## src/rtl/div_pkg.sv

```systemverilog
// div_pkg: shared types and constants for the nrdiv launcher and its result checkers.
// Latency: n/a (declarations only).
// Backpressure: n/a.
package div_pkg;

    localparam int OPW = 16;  // operand / remainder width
    localparam int QW  = 8;   // quotient width

    typedef enum logic [1:0] {
        IDLE  = 2'd0,
        START = 2'd1,
        WAIT  = 2'd2,
        RESP  = 2'd3
    } state_t;

    localparam logic [1:0] ERR_OK  = 2'b00;
    localparam logic [1:0] ERR_DBZ = 2'b01;
    localparam logic [1:0] ERR_OVF = 2'b10;
    localparam logic [1:0] ERR_TMO = 2'b11;

endpackage

```

## src/rtl/div_launch_chk.sv

```systemverilog
// div_launch_chk: combinational divide-by-zero / fractional-overflow screen of an operand pair.
// Latency: 0 cycles (pure combinational).
// Backpressure: none; caller decides when the result is used.
module div_launch_chk
    import div_pkg::*;
(
    input  logic [OPW-1:0] x,
    input  logic [OPW-1:0] y,
    output logic           dbz,
    output logic           ovf
);

    // Zero divisor dominates; overflow only reported for a non-zero divisor.
    always_comb begin
        dbz = (y == '0);
        ovf = !dbz && (x >= y);
    end

endmodule

```

## src/rtl/div_launch.sv

```systemverilog
// div_launch: screens operand pairs, issues a start pulse to nrdiv, captures q/r/err on done.
// Latency: error result 1 cycle after acceptance; divided result 11 cycles (START + 9 divider + capture).
// Backpressure: in_ready low while an op is in flight; result held in RESP until out_ready.
// Optional: DIV_LAUNCH_STATS_EN adds saturating stat_ops / stat_errs counters.
module div_launch
    import div_pkg::*;
#(
    parameter int DONE_TIMEOUT = 16,
    parameter int TW           = 5
) (
    input  logic           clk,
    input  logic           reset,
    input  logic           in_valid,
    output logic           in_ready,
    input  logic [OPW-1:0] in_x,
    input  logic [OPW-1:0] in_y,
    output logic [OPW-1:0] div_x,
    output logic [OPW-1:0] div_y,
    output logic           div_start,
    input  logic [QW-1:0]  div_z,
    input  logic [OPW-1:0] div_r,
    input  logic           div_done,
    output logic           out_valid,
    input  logic           out_ready,
    output logic [QW-1:0]  out_q,
    output logic [OPW-1:0] out_r,
    output logic [1:0]     out_err
`ifdef DIV_LAUNCH_STATS_EN
    ,
    output logic [15:0]    stat_ops,
    output logic [15:0]    stat_errs
`endif
);

    localparam logic [TW-1:0] TMO_LAST = TW'(DONE_TIMEOUT);

    state_t         state_q,     state_d;
    logic           in_ready_q,  in_ready_d;
    logic           div_start_q, div_start_d;
    logic           out_valid_q, out_valid_d;
    logic [OPW-1:0] div_x_q,     div_x_d;
    logic [OPW-1:0] div_y_q,     div_y_d;
    logic [QW-1:0]  quo_q,       quo_d;
    logic [OPW-1:0] rem_q,       rem_d;
    logic [1:0]     err_q,       err_d;
    logic [TW-1:0]  cnt_q,       cnt_d;
    logic [TW-1:0]  cnt_inc;

    logic chk_dbz;
    logic chk_ovf;

    div_launch_chk u_chk (
        .x   (in_x),
        .y   (in_y),
        .dbz (chk_dbz),
        .ovf (chk_ovf)
    );

    // Next-state and capture logic; control outputs are registered from the next state.
    always_comb begin
        state_d = state_q;
        div_x_d = div_x_q;
        div_y_d = div_y_q;
        quo_d   = quo_q;
        rem_d   = rem_q;
        err_d   = err_q;
        cnt_d   = cnt_q;
        cnt_inc = cnt_q + TW'(1);

        case (state_q)
            IDLE: begin
                if (in_valid) begin
                    div_x_d = in_x;
                    div_y_d = in_y;
                    if (chk_dbz) begin
                        quo_d   = '1;
                        rem_d   = in_x;
                        err_d   = ERR_DBZ;
                        state_d = RESP;
                    end else if (chk_ovf) begin
                        quo_d   = '1;
                        rem_d   = '0;
                        err_d   = ERR_OVF;
                        state_d = RESP;
                    end else begin
                        state_d = START;
                    end
                end
            end
            START: begin
                cnt_d   = '0;
                state_d = WAIT;
            end
            WAIT: begin
                // A done on the terminal-count cycle still counts as a good result.
                if (div_done) begin
                    quo_d   = div_z;
                    rem_d   = div_r;
                    err_d   = ERR_OK;
                    state_d = RESP;
                end else begin
                    cnt_d = cnt_inc;
                    if (cnt_inc == TMO_LAST) begin
                        quo_d   = '0;
                        rem_d   = '0;
                        err_d   = ERR_TMO;
                        state_d = RESP;
                    end
                end
            end
            RESP: begin
                if (out_ready) begin
                    state_d = IDLE;
                end
            end
            default: state_d = IDLE;
        endcase

        in_ready_d  = (state_d == IDLE);
        div_start_d = (state_d == START);
        out_valid_d = (state_d == RESP);
    end

    // State and capture registers with synchronous reset.
    always_ff @(posedge clk) begin
        if (reset) begin
            state_q     <= IDLE;
            in_ready_q  <= 1'b1;
            div_start_q <= 1'b0;
            out_valid_q <= 1'b0;
            div_x_q     <= '0;
            div_y_q     <= '0;
            quo_q       <= '0;
            rem_q       <= '0;
            err_q       <= ERR_OK;
            cnt_q       <= '0;
        end else begin
            state_q     <= state_d;
            in_ready_q  <= in_ready_d;
            div_start_q <= div_start_d;
            out_valid_q <= out_valid_d;
            div_x_q     <= div_x_d;
            div_y_q     <= div_y_d;
            quo_q       <= quo_d;
            rem_q       <= rem_d;
            err_q       <= err_d;
            cnt_q       <= cnt_d;
        end
    end

    assign in_ready  = in_ready_q;
    assign div_start = div_start_q;
    assign div_x     = div_x_q;
    assign div_y     = div_y_q;
    assign out_valid = out_valid_q;
    assign out_q     = quo_q;
    assign out_r     = rem_q;
    assign out_err   = err_q;

`ifdef DIV_LAUNCH_STATS_EN
    logic [15:0] ops_q,  ops_d;
    logic [15:0] errs_q, errs_d;
    logic        resp_hs;

    // Count completed result handshakes, saturating at all-ones.
    always_comb begin
        resp_hs = (state_q == RESP) && out_ready;
        ops_d   = ops_q;
        errs_d  = errs_q;
        if (resp_hs) begin
            if (ops_q != 16'hFFFF) begin
                ops_d = ops_q + 16'd1;
            end
            if ((err_q != ERR_OK) && (errs_q != 16'hFFFF)) begin
                errs_d = errs_q + 16'd1;
            end
        end
    end

    // Statistics registers, cleared by reset.
    always_ff @(posedge clk) begin
        if (reset) begin
            ops_q  <= '0;
            errs_q <= '0;
        end else begin
            ops_q  <= ops_d;
            errs_q <= errs_d;
        end
    end

    assign stat_ops  = ops_q;
    assign stat_errs = errs_q;
`endif

endmodule

```

## config.mk

```make
export PLATFORM = sky130hd
export DESIGN_NAME = div_launch
export DESIGN_NICKNAME = d
export VERILOG_FILES = /design/src/rtl/div_pkg.sv /design/src/rtl/div_launch_chk.sv /design/src/rtl/div_launch.sv
export SDC_FILE = /design/constraint.sdc
export NUM_CORES = 1
export LEC_CHECK = 0
export BUFFER_PORTS_ARGS = -buffer_cell sky130_fd_sc_hd__buf_2
export CAP_MARGIN = 25
export CORE_MARGIN = 2
export CORE_UTILIZATION = 49
export DETAILED_ROUTE_END_ITERATION = 10
export GPL_TIMING_DRIVEN = 0
export PLACE_DENSITY = 0.9
export RECOVER_POWER = 50
export SLEW_MARGIN = 20
export SYNTH_ARGS = -nofsm -noshare
export SYNTH_HDL_FRONTEND = slang
export SYNTH_SLANG_ARGS = --single-unit
```

## constraint.sdc

```tcl
create_clock -name clk -period 2.85 [get_ports clk]
set_clock_uncertainty 0.05 [all_clocks]
set_input_delay 0.7125 -clock clk [delete_from_list [all_inputs] [get_ports clk]]
set_output_delay 0.7125 -clock clk [all_outputs]
set_load 0.02 [all_outputs]
```

# After elaboration in Yosys (flattened, before gate mapping)

Index checks and enable logic that the tools add are counted.

Memory bits (writable): 0
Bits of input ports: 61
Output and inout port bits: 61
Word-level logic and storage cells: 59
Register bits: 68
Latch bits: 0
Memories: 0
Bits in read-only memories: 0

Bitwise operators: 0
Equality and inequality tests: 10
Shift operators: 0
Add/sub/neg operators: 1
Divide/modulo/power cells: 0
Multipliers: 0
Multiplexer cells: 27
Magnitude comparators: 1
Reduce and logical (&&, ||, !) cells: 10

Operators with widths:

| kind                                                                   | count |
|---|---|
| 16-bit 2-to-1 mux                                                      | 5 |
| 8-bit 2-to-1 mux                                                       | 5 |
| 16-bit one-hot mux with 2 select lines                                 | 1 |
| 2-bit 2-to-1 mux                                                       | 11 |
| 16-bit greater-or-equal comparator                                     | 1 |
| 16-bit logical NOT                                                     | 1 |
| 8-bit one-hot mux with 2 select lines                                  | 1 |
| 5-bit one-hot mux with 2 select lines                                  | 1 |
| 2-bit one-hot mux with 4 select lines                                  | 1 |
| 2-bit equality test (second input constant)                            | 3 |
| 3-bit != test (second input constant)                                  | 2 |
| 5-bit by 1-bit adder with 5-bit output (second input constant)         | 1 |
| 5-bit equality test (second input constant)                            | 1 |
| 5-bit 2-to-1 mux                                                       | 1 |
| 2-bit by 1-bit equality test with 1-bit output (second input constant) | 2 |
| 2-bit logical NOT                                                      | 2 |
| 2-bit != test (second input constant)                                  | 2 |
| 2-bit one-hot mux with 2 select lines                                  | 1 |
| 2-bit AND reduction                                                    | 2 |
| 4-bit AND reduction                                                    | 1 |
| 2-bit nonzero test                                                     | 2 |
| 1-bit logical AND                                                      | 1 |
| 1-bit logical NOT                                                      | 1 |

# Logic depth before layout (Yosys ltp)

Gate-level depths: netlist of the first run.

Depth after elaboration: 8
Gate-level depth with buffers: 10
Depth with buffers taken out: 8

# By module

A second synthesis of the first run with hierarchy kept.

Cell total of the unflattened synthesis: 410
Area total of the unflattened synthesis: 3533.4 µm²

Modules (own cells, without submodules):

| module         | area each (µm²) | cells each | times used | seq. area each (µm²) |
|---|---|---|---|---|
| div_launch     | 3096.7          | 350        | 1          | 1361.3 |
| div_launch_chk | 436.7           | 60         | 1          | 0.0 |

# Worst setup path before layout of the first run

No wires, ideal clock.

Path kind: input port to flip-flop
Start: in in_x[0]
End: reg err_q[1] (netlist: out_err[1])
Library setup time: 0.115 ns
Arrival time: 2.507 ns
Required time: 2.685 ns
Stages on the path: 10
Path buffers: 2
Setup slack: 0.178 ns
Cells stage by stage: inv_1 -> ha_1 -> nand2b_1 -> a2111o_1 -> a31oi_4 -> nand4_4 -> and2_1 -> buf_6 -> buf_6 -> o21a_1

Cells in the longest elaborated chain, start to end: 4

Ends and longest elaborated chain:

| what                               | line                 | source |
|---|---|---|
| start, declared                    | div_launch.sv:15     | `input logic [OPW-1:0] in_x,` |
| 16-bit greater-or-equal comparator | div_launch_chk.sv:16 | `ovf = !dbz && (x >= y);` |
| 1-bit logical AND                  | div_launch_chk.sv:16 |  |
| 3-bit != test (no line)            | --                   |  |
| 4-bit AND reduction (no line)      | --                   |  |
| end signal, assigned               | div_launch.sv:146    | `err_q <= err_d;` |
| end, declared                      | div_launch.sv:45     | `logic [1:0] err_q, err_d;` |

No other way between the ends.
A chain may end at the register's enable or synchronous reset.

# Worst setup path after layout of the first run

Start: in in_x[0]
End: reg quo_q[3] (netlist: out_q[3])

Cells in the longest elaborated chain, start to end: 4

Ends and longest elaborated chain:

| what                               | line                 | source |
|---|---|---|
| 16-bit greater-or-equal comparator | div_launch_chk.sv:16 |  |
| 1-bit logical AND                  | div_launch_chk.sv:16 |  |
| 3-bit != test (no line)            | --                   |  |
| 4-bit AND reduction (no line)      | --                   |  |
| end signal, assigned               | div_launch.sv:144    | `quo_q <= quo_d;` |
| end, declared                      | div_launch.sv:43     | `logic [QW-1:0] quo_q, quo_d;` |

No other way between the ends.

==> summary.log, run 1 <==
[drt] post-detailed-routing wire length 9570 µm
[synthesis] Synth Instances 389
[synthesis] Synth Net Count 467
[floorplan] area of the die 7270 µm²
[worst_setup_path] number of cells traversed by the worst register-to-register path 7
[synthesis] Avg Inst Size Synth 8.32 µm²
[place] number of I/O port buffers 121
[floorplan] number of I/O pins 122
[final_layout] post-route design area 4040 µm²
[sta] clock period minus final worst setup slack 2.63 ns
[synthesis] most frequently used flop master after synthesis dfxtp_1
[floorplan] number of rows in the core area 29
[clocking] clock latency of the later-clocked register in the worst-skew pair 0.35 ns
[sta] Final Max Tran Viols 0
[worst_setup_path] Worst Path Arrival 2.82 ns
[synthesis] EDFF count, synth 0
[sta] count of endpoints failing setup in the final report 0
[sta] final hold violation count 0
[synthesis] summed instance area of the synthesized netlist 3240 µm²
[outcome] status finished clean
[worst_setup_path] library cell appearing most often on the critical path buf_6
[clocking] CTS tree built
[grt] all-layer global routing usage 26.2%
[clocking] # Post-CTS Setup Buffers 0
[sta] slew at the pin closest to its max-slew limit 0.674 ns
[sta] post-route clock period utilization 92.2%
[sta] fmax 381 MHz
[final_layout] most used cells in the layout excluding fill and tap cells 86 x clkbuf_1, 79 x nand2_1, 69 x a21oi_1
[clocking] number of clock sinks 68
[final_layout] share of final-layout standard cells stronger than drive strength 1 17.7%
[worst_setup_path] Worst Setup Start Kind input pin
[synthesis] sequential element share of the synthesized area 42.1%
[clocking] number of hold buffers added after CTS 0
[clocking] H-tree levels 3
[grt] first-pass GRT wire length 15,000 µm
[worst_setup_path] WP data required 3.04 ns
[clocking] number of buffers inserted during clock tree synthesis 9
[floorplan] die width 85.3 µm
[grt] via count of the first global-routing pass 3,219
[final_layout] most common library cell in the layout ignoring fill and taps clkbuf_1
[worst_setup_path] slowest stage cell on the critical path a2111o_1
[grt] largest net degree at the start of global routing 11
[clocking] clock input transition at the sequential cells of the worst setup and hold paths 0.07 ns
[final_layout] Inserted Diodes 0
[synthesis] Yosys warning total 0
[run] max_cap viols 0
[grt] antenna violations before repair 0
[drt] violation count after the first detailed-route iteration 221
[worst_setup_path] endpoint kind of the worst setup timing path register
[synthesis] number of distinct library cells after synthesis 39
[drt] length of the first detailed-routing pass in iterations 7
[clocking] maximum clock insertion buffer count 2
[sta] RSZ-0062 raised after global routing false
[drt] number of vias per cell 5.61
[sta] Slew HR 55.1%
[drt] number of remaining DRC errors 0
[synthesis] post-synthesis sequential element count 68
[synthesis] share of synthesized flip-flops with an asynchronous set or reset 0%
[grt] remaining global-route overflow 0
[final_layout] NumNets Final 599
[worst_hold_path] instance count along the most critical hold path 2
[drt] detail-routed net length per standard cell 15.9 µm
[power_and_ir_drop] Worst IR Drop VDD 434 µV
[clocking] number of gates given a new drive strength after cts 0
[worst_setup_path] source of the critical timing path in_x[0]
[place] total placed instance area 3940 µm²
[final_layout] area grow syn2layout 24.9%
[floorplan] core area 6390 µm²
[worst_hold_path] Hold Path Class reg2reg
[worst_setup_path] highest net fanout along the worst path 10
[worst_setup_path] class of the most critical setup path in2reg
[drt] post-route antenna net violation count 0
[power_and_ir_drop] P_leak 0.00160 µW
[worst_setup_path] highest cell delay on the worst timing path 0.45 ns
[floorplan] Initial Util 50.7%
[worst_hold_path] hold path startpoint div_y[12]
[place] Routability Congestion 0.936
[place] HPWL after detailed placement 7290 µm
[drt] vias after detailed routing 3,381
[sta] worst setup margin 0.223 ns
[clocking] Root Buffer clkbuf_8
[worst_setup_path] Reg2Reg Launch Point cnt_q[1]
[place] worst setup slack before clock tree synthesis -0.110 ns
[power_and_ir_drop] power density over the cells 627 nW/µm²
[floorplan] Die Span Y 85.3 µm
[worst_setup_path] cell chain of the critical path buf_2 > inv_1 > ha_1 > nand2b_1 > a2111o_1 > a31oi_4 > nand4_4 > and2_1 > buf_6 > buf_6 > o21a_1
-- report_power, final --
group / switching [µW] / internal, µW
Sequential: 54.8 / 1050
Clock: 352 / 387
Combinational: 460 / 227
Total: 867 / 1670
-- routing by layer --
layer,global-route usage (%),share of wire [%],up-vias
met3,6.81,7.3,30
li1,-,-,1633
met5,0,0,-
met4,13.0,3.6,0
met2,44.0,47,156
met1,31.1,42,1562
-- registers in the layout, summed over array words and instances (netlist names) --
signal / flops
div_x: 16
div_y: 16
out_r: 16
out_q: 8
cnt_q: 5
out_err: 2
state_q: 2
div_start: 1
in_ready: 1
out_valid: 1
-- cell type report --
cell class / instances / area (µm²)
plain buffers: 26 / 120
clock buffers: 15 / 176
clock inverters: 1 / 5.00
fillers: 594 / 2340
inverters: 18 / 67.6
multi-input cells: 277 / 1690
flip-flops and latches: 68 / 1360
well taps: 77 / 96.3
repair buffers: 121 / 529
-- worst paths after layout --
path	endpoint	slack, ns
worst max-delay path	out_q[3]	0.22
worst min register to register	div_y[12]	0.40
worst min-delay path	div_y[12]	0.40
worst max register to register	out_r[15]	0.53
-- metrics by stage --
step	util, %	hold WS, ns	std cells	TNS (ns)	total power [µW]
after floorplan	-	0.465	389	0	1580
after global placement	61.7	0.388	587	-1.49	1810
after detailed placement	61.7	0.395	587	-1.88	1830
after CTS	64.5	0.404	603	0	2570
after global routing	63.3	0.428	603	0	2660
final	63.3	0.405	603	0	2540
-- cells by family after synthesis --
family                     share of synthesized area, %
DFF                                                42.1
adders and majority gates                          6.57
muxes                                             0.309
AOI/OAI and AO/OA                                  27.1
buffers and inverters                              5.80
and+or+nand+nor                                    18.1
-- critical path, delay by kind of cell --
kind / cells / cell delay (ns)
compound gates: 3 / 0.83
fa+ha+maj: 1 / 0.28
buf+inv: 4 / 0.44
simple gates: 3 / 0.55
-- synthesized netlist by cell type (2+ instances only) --
master     n  area share (%)
nand2b_1   3            0.58
o211ai_1   2            0.46
a211oi_1   8             1.9
a21oi_1   69              11
nand3b_1   2            0.46
nand2_1   79             9.2
a31oi_1    3            0.58
nand3_1    2            0.31
a211oi_2  11             4.3
nand4b_1   2            0.54
buf_6      3             1.0
nor2b_1    3            0.58
ha_1      17             6.6
o21a_1     9             2.1
and2_1     3            0.58
nor2_1    15             1.7
nor4_1     4            0.77
a22oi_1   16             3.7
nand4_1    6             1.2
clkbuf_1  22             2.6
dfxtp_1   68              42
inv_1     18             2.1
nor3_1     5            0.77
o21ai_0    4            0.62
No activity file was read; power rests on OpenSTA's default activity.
==> inputs of run 2 (changes only) <==
--- a/config.mk
+++ b/config.mk
@@ -11,7 +11,7 @@
 export CORE_UTILIZATION = 49
 export DETAILED_ROUTE_END_ITERATION = 10
 export GPL_TIMING_DRIVEN = 0
-export PLACE_DENSITY = 0.9
+export PLACE_DENSITY_LB_ADDON = 0.12
 export RECOVER_POWER = 50
 export SLEW_MARGIN = 20
 export SYNTH_ARGS = -nofsm -noshare
==> run 2 against run 1 <==
Effect of this change:
- clock power grew 2%
- via count down 4.3%
- fmax is 0.34% lower
- register-to-register slack better by 0.04 ns
- largest cell class unchanged
- largest power group unchanged
==> summary.log, run 2 (same netlist as run 1, synthesis figures left out) <==
[worst_setup_path] Worst Setup Start Kind input pin
[worst_setup_path] WP data required 3.03 ns
[worst_setup_path] number of gates on the worst path with buffers counted 11
[place] cell total after placement 587
[drt] violation count after the first detailed-route iteration 144
[final_layout] post-route non-filler standard cell count 603
[floorplan] Initial Util 50.7%
[worst_setup_path] Critical R2R Capture out_r[14]
[drt] number of vias per cell 5.37
[final_layout] Inserted Diodes 0
[final_layout] most used cells in the layout excluding fill and tap cells 84 x clkbuf_1, 79 x nand2_1, 69 x a21oi_1
[clocking] maximum clock insertion buffer count 2
[grt] largest net degree at the start of global routing 12
[drt] length of the first detailed-routing pass in iterations 5
[grt] antenna violations before repair 0
[final_layout] most common library cell in the layout ignoring fill and taps clkbuf_1
[sta] fmax 379 MHz
[worst_setup_path] number of cells traversed by the worst register-to-register path 7
[sta] count of endpoints failing setup in the final report 0
[clocking] CTS tree built
[place] number of I/O port buffers 121
[clocking] # Post-CTS Setup Buffers 0
[worst_setup_path] highest net fanout along the worst path 10
[place] HPWL after detailed placement 6970 µm
[worst_setup_path] highest cell delay on the worst timing path 0.45 ns
[worst_setup_path] Worst Path Arrival 2.82 ns
[floorplan] die width 85.3 µm
[drt] post-detailed-routing wire length 9090 µm
[floorplan] number of rows in the core area 29
[worst_setup_path] cell chain of the critical path buf_2 > inv_1 > ha_1 > nand2b_1 > a2111o_1 > a31oi_4 > nand4_4 > and2_1 > buf_6 > buf_6 > o21a_1
[floorplan] core area 6390 µm²
[drt] number of remaining DRC errors 0
[worst_setup_path] Reg2Reg Launch Point cnt_q[1]
[sta] Final TNS setup 0 ns
[run] max_cap viols 0
[worst_setup_path] number of buffer and inverter stages on the critical path 4
[worst_setup_path] source of the critical timing path in_x[0]
[sta] clock period minus final worst setup slack 2.64 ns
[power_and_ir_drop] Worst IR Drop VDD 331 µV
[clocking] Root Buffer clkbuf_8
[drt] vias after detailed routing 3,237
[power_and_ir_drop] power density over the cells 627 nW/µm²
[worst_setup_path] slowest stage cell on the critical path a2111o_1
[floorplan] number of I/O pins 122
[sta] post-route clock period utilization 92.5%
[sta] Final Max Tran Viols 0
[sta] final hold violation count 0
[worst_setup_path] endpoint kind of the worst setup timing path register
[clocking] clock latency of the later-clocked register in the worst-skew pair 0.34 ns
[clocking] number of clock sinks 68
[outcome] status finished clean
[final_layout] area grow syn2layout 25.2%
[worst_hold_path] instance count along the most critical hold path 2
[drt] detail-routed net length per standard cell 15.1 µm
[floorplan] Die Span Y 85.3 µm
[sta] Slew HR 57.5%
[worst_setup_path] register-to-register path setup slack 0.57 ns
[final_layout] fill cell count 621
[power_and_ir_drop] overall power after layout 2540 µW
[grt] remaining global-route overflow 0
[clocking] number of hold buffers added after CTS 0
[power_and_ir_drop] P_leak 0.00160 µW
[grt] all-layer global routing usage 24.4%
[grt] first-pass GRT wire length 14,000 µm
[clocking] number of buffers inserted during clock tree synthesis 9
[floorplan] area of the die 7270 µm²
[worst_setup_path] class of the most critical setup path in2reg
[place] total placed instance area 3940 µm²
[clocking] number of gates given a new drive strength after cts 0
[worst_setup_path] kind of cell adding the most delay to the critical path compound AO/OA/AOI/OAI gates
[place] Routability Congestion 0.843
[worst_setup_path] CP endpoint out_q[5]
[final_layout] post-route design area 4050 µm²
[sta] RSZ-0062 raised after global routing false
[final_layout] share of final-layout standard cells stronger than drive strength 1 18.1%
[final_layout] NumNets Final 599
[worst_setup_path] library cell appearing most often on the critical path buf_6
[sta] slew at the pin closest to its max-slew limit 0.637 ns
[clocking] clock input transition at the sequential cells of the worst setup and hold paths 0.07 ns
[worst_hold_path] Hold Path Class reg2reg
[drt] post-route antenna net violation count 0
[grt] via count of the first global-routing pass 2,925
[clocking] H-tree levels 3
==> run 2: cell types whose count changed in the layout (fill, tap and decap cells not counted), sizes merged <==
cell / delta
clkbuf: -2
clkinvlp: +2
==> run 2: how the worst min path moves through the flow <==
stage,from,end,slack [ns]
floorplan,cnt_q[4],cnt_q[4],0.46
global placement,div_y[5],div_y[5],0.39
detailed placement,div_y[0],div_y[0],0.39
CTS,div_y[0],div_y[0],0.40
global route,div_y[0],div_y[0],0.42
finish,div_x[2],div_x[2],0.40
==> run 2: layout make-up <==
| cell class | count | area, µm² | share of cell area [%] |
|---|---|---|---|
| Clock buffer | 13 | 169 | 4.17 |
| Tap cell | 77 | 96.3 | 2.38 |
| Timing Repair Buffer | 121 | 529 | 13.1 |
| Buffer | 26 | 120 | 2.96 |
| Inverter | 18 | 67.6 | 1.67 |
| Clock inverter | 3 | 20.0 | 0.494 |
| Multi-Input combinational cell | 277 | 1690 | 41.7 |
| Sequential cell | 68 | 1360 | 33.6 |
==> run 2: metrics by stage <==
stage          worst slack [ns]  hold WS, ns  utilization, %
4_1_cts                   0.230        0.404            64.6
5_1_grt                  0.0882        0.422            63.4
3_3_place_gp            -0.0987        0.389            61.7
3_5_place_dp             -0.131        0.395            61.7
6_report                  0.214        0.403            63.4
2_1_floorplan             0.178        0.465               -
==> run 2: where the power goes <==
group          total, µW  switching (µW)  internal, µW
Combinational        680             454           226
Sequential          1110            53.3          1050
Clock                752             366           386
==> run 2: tightest hold or removal path, delay by kind of cell, from the launching register on <==
kind            cells  cell delay, ns
simple gates        1            0.05
compound gates      1            0.05
flops               1            0.31
==> run 2: per-layer routing <==
layer  up-vias  global-route usage (%)  routed length, µm
li1       1635                       -                  -
met1      1478                    34.3               4290
met4         0                    9.67                132
met5         -                       0                  0
met2       112                    37.3               4100
met3        12                    4.18                573
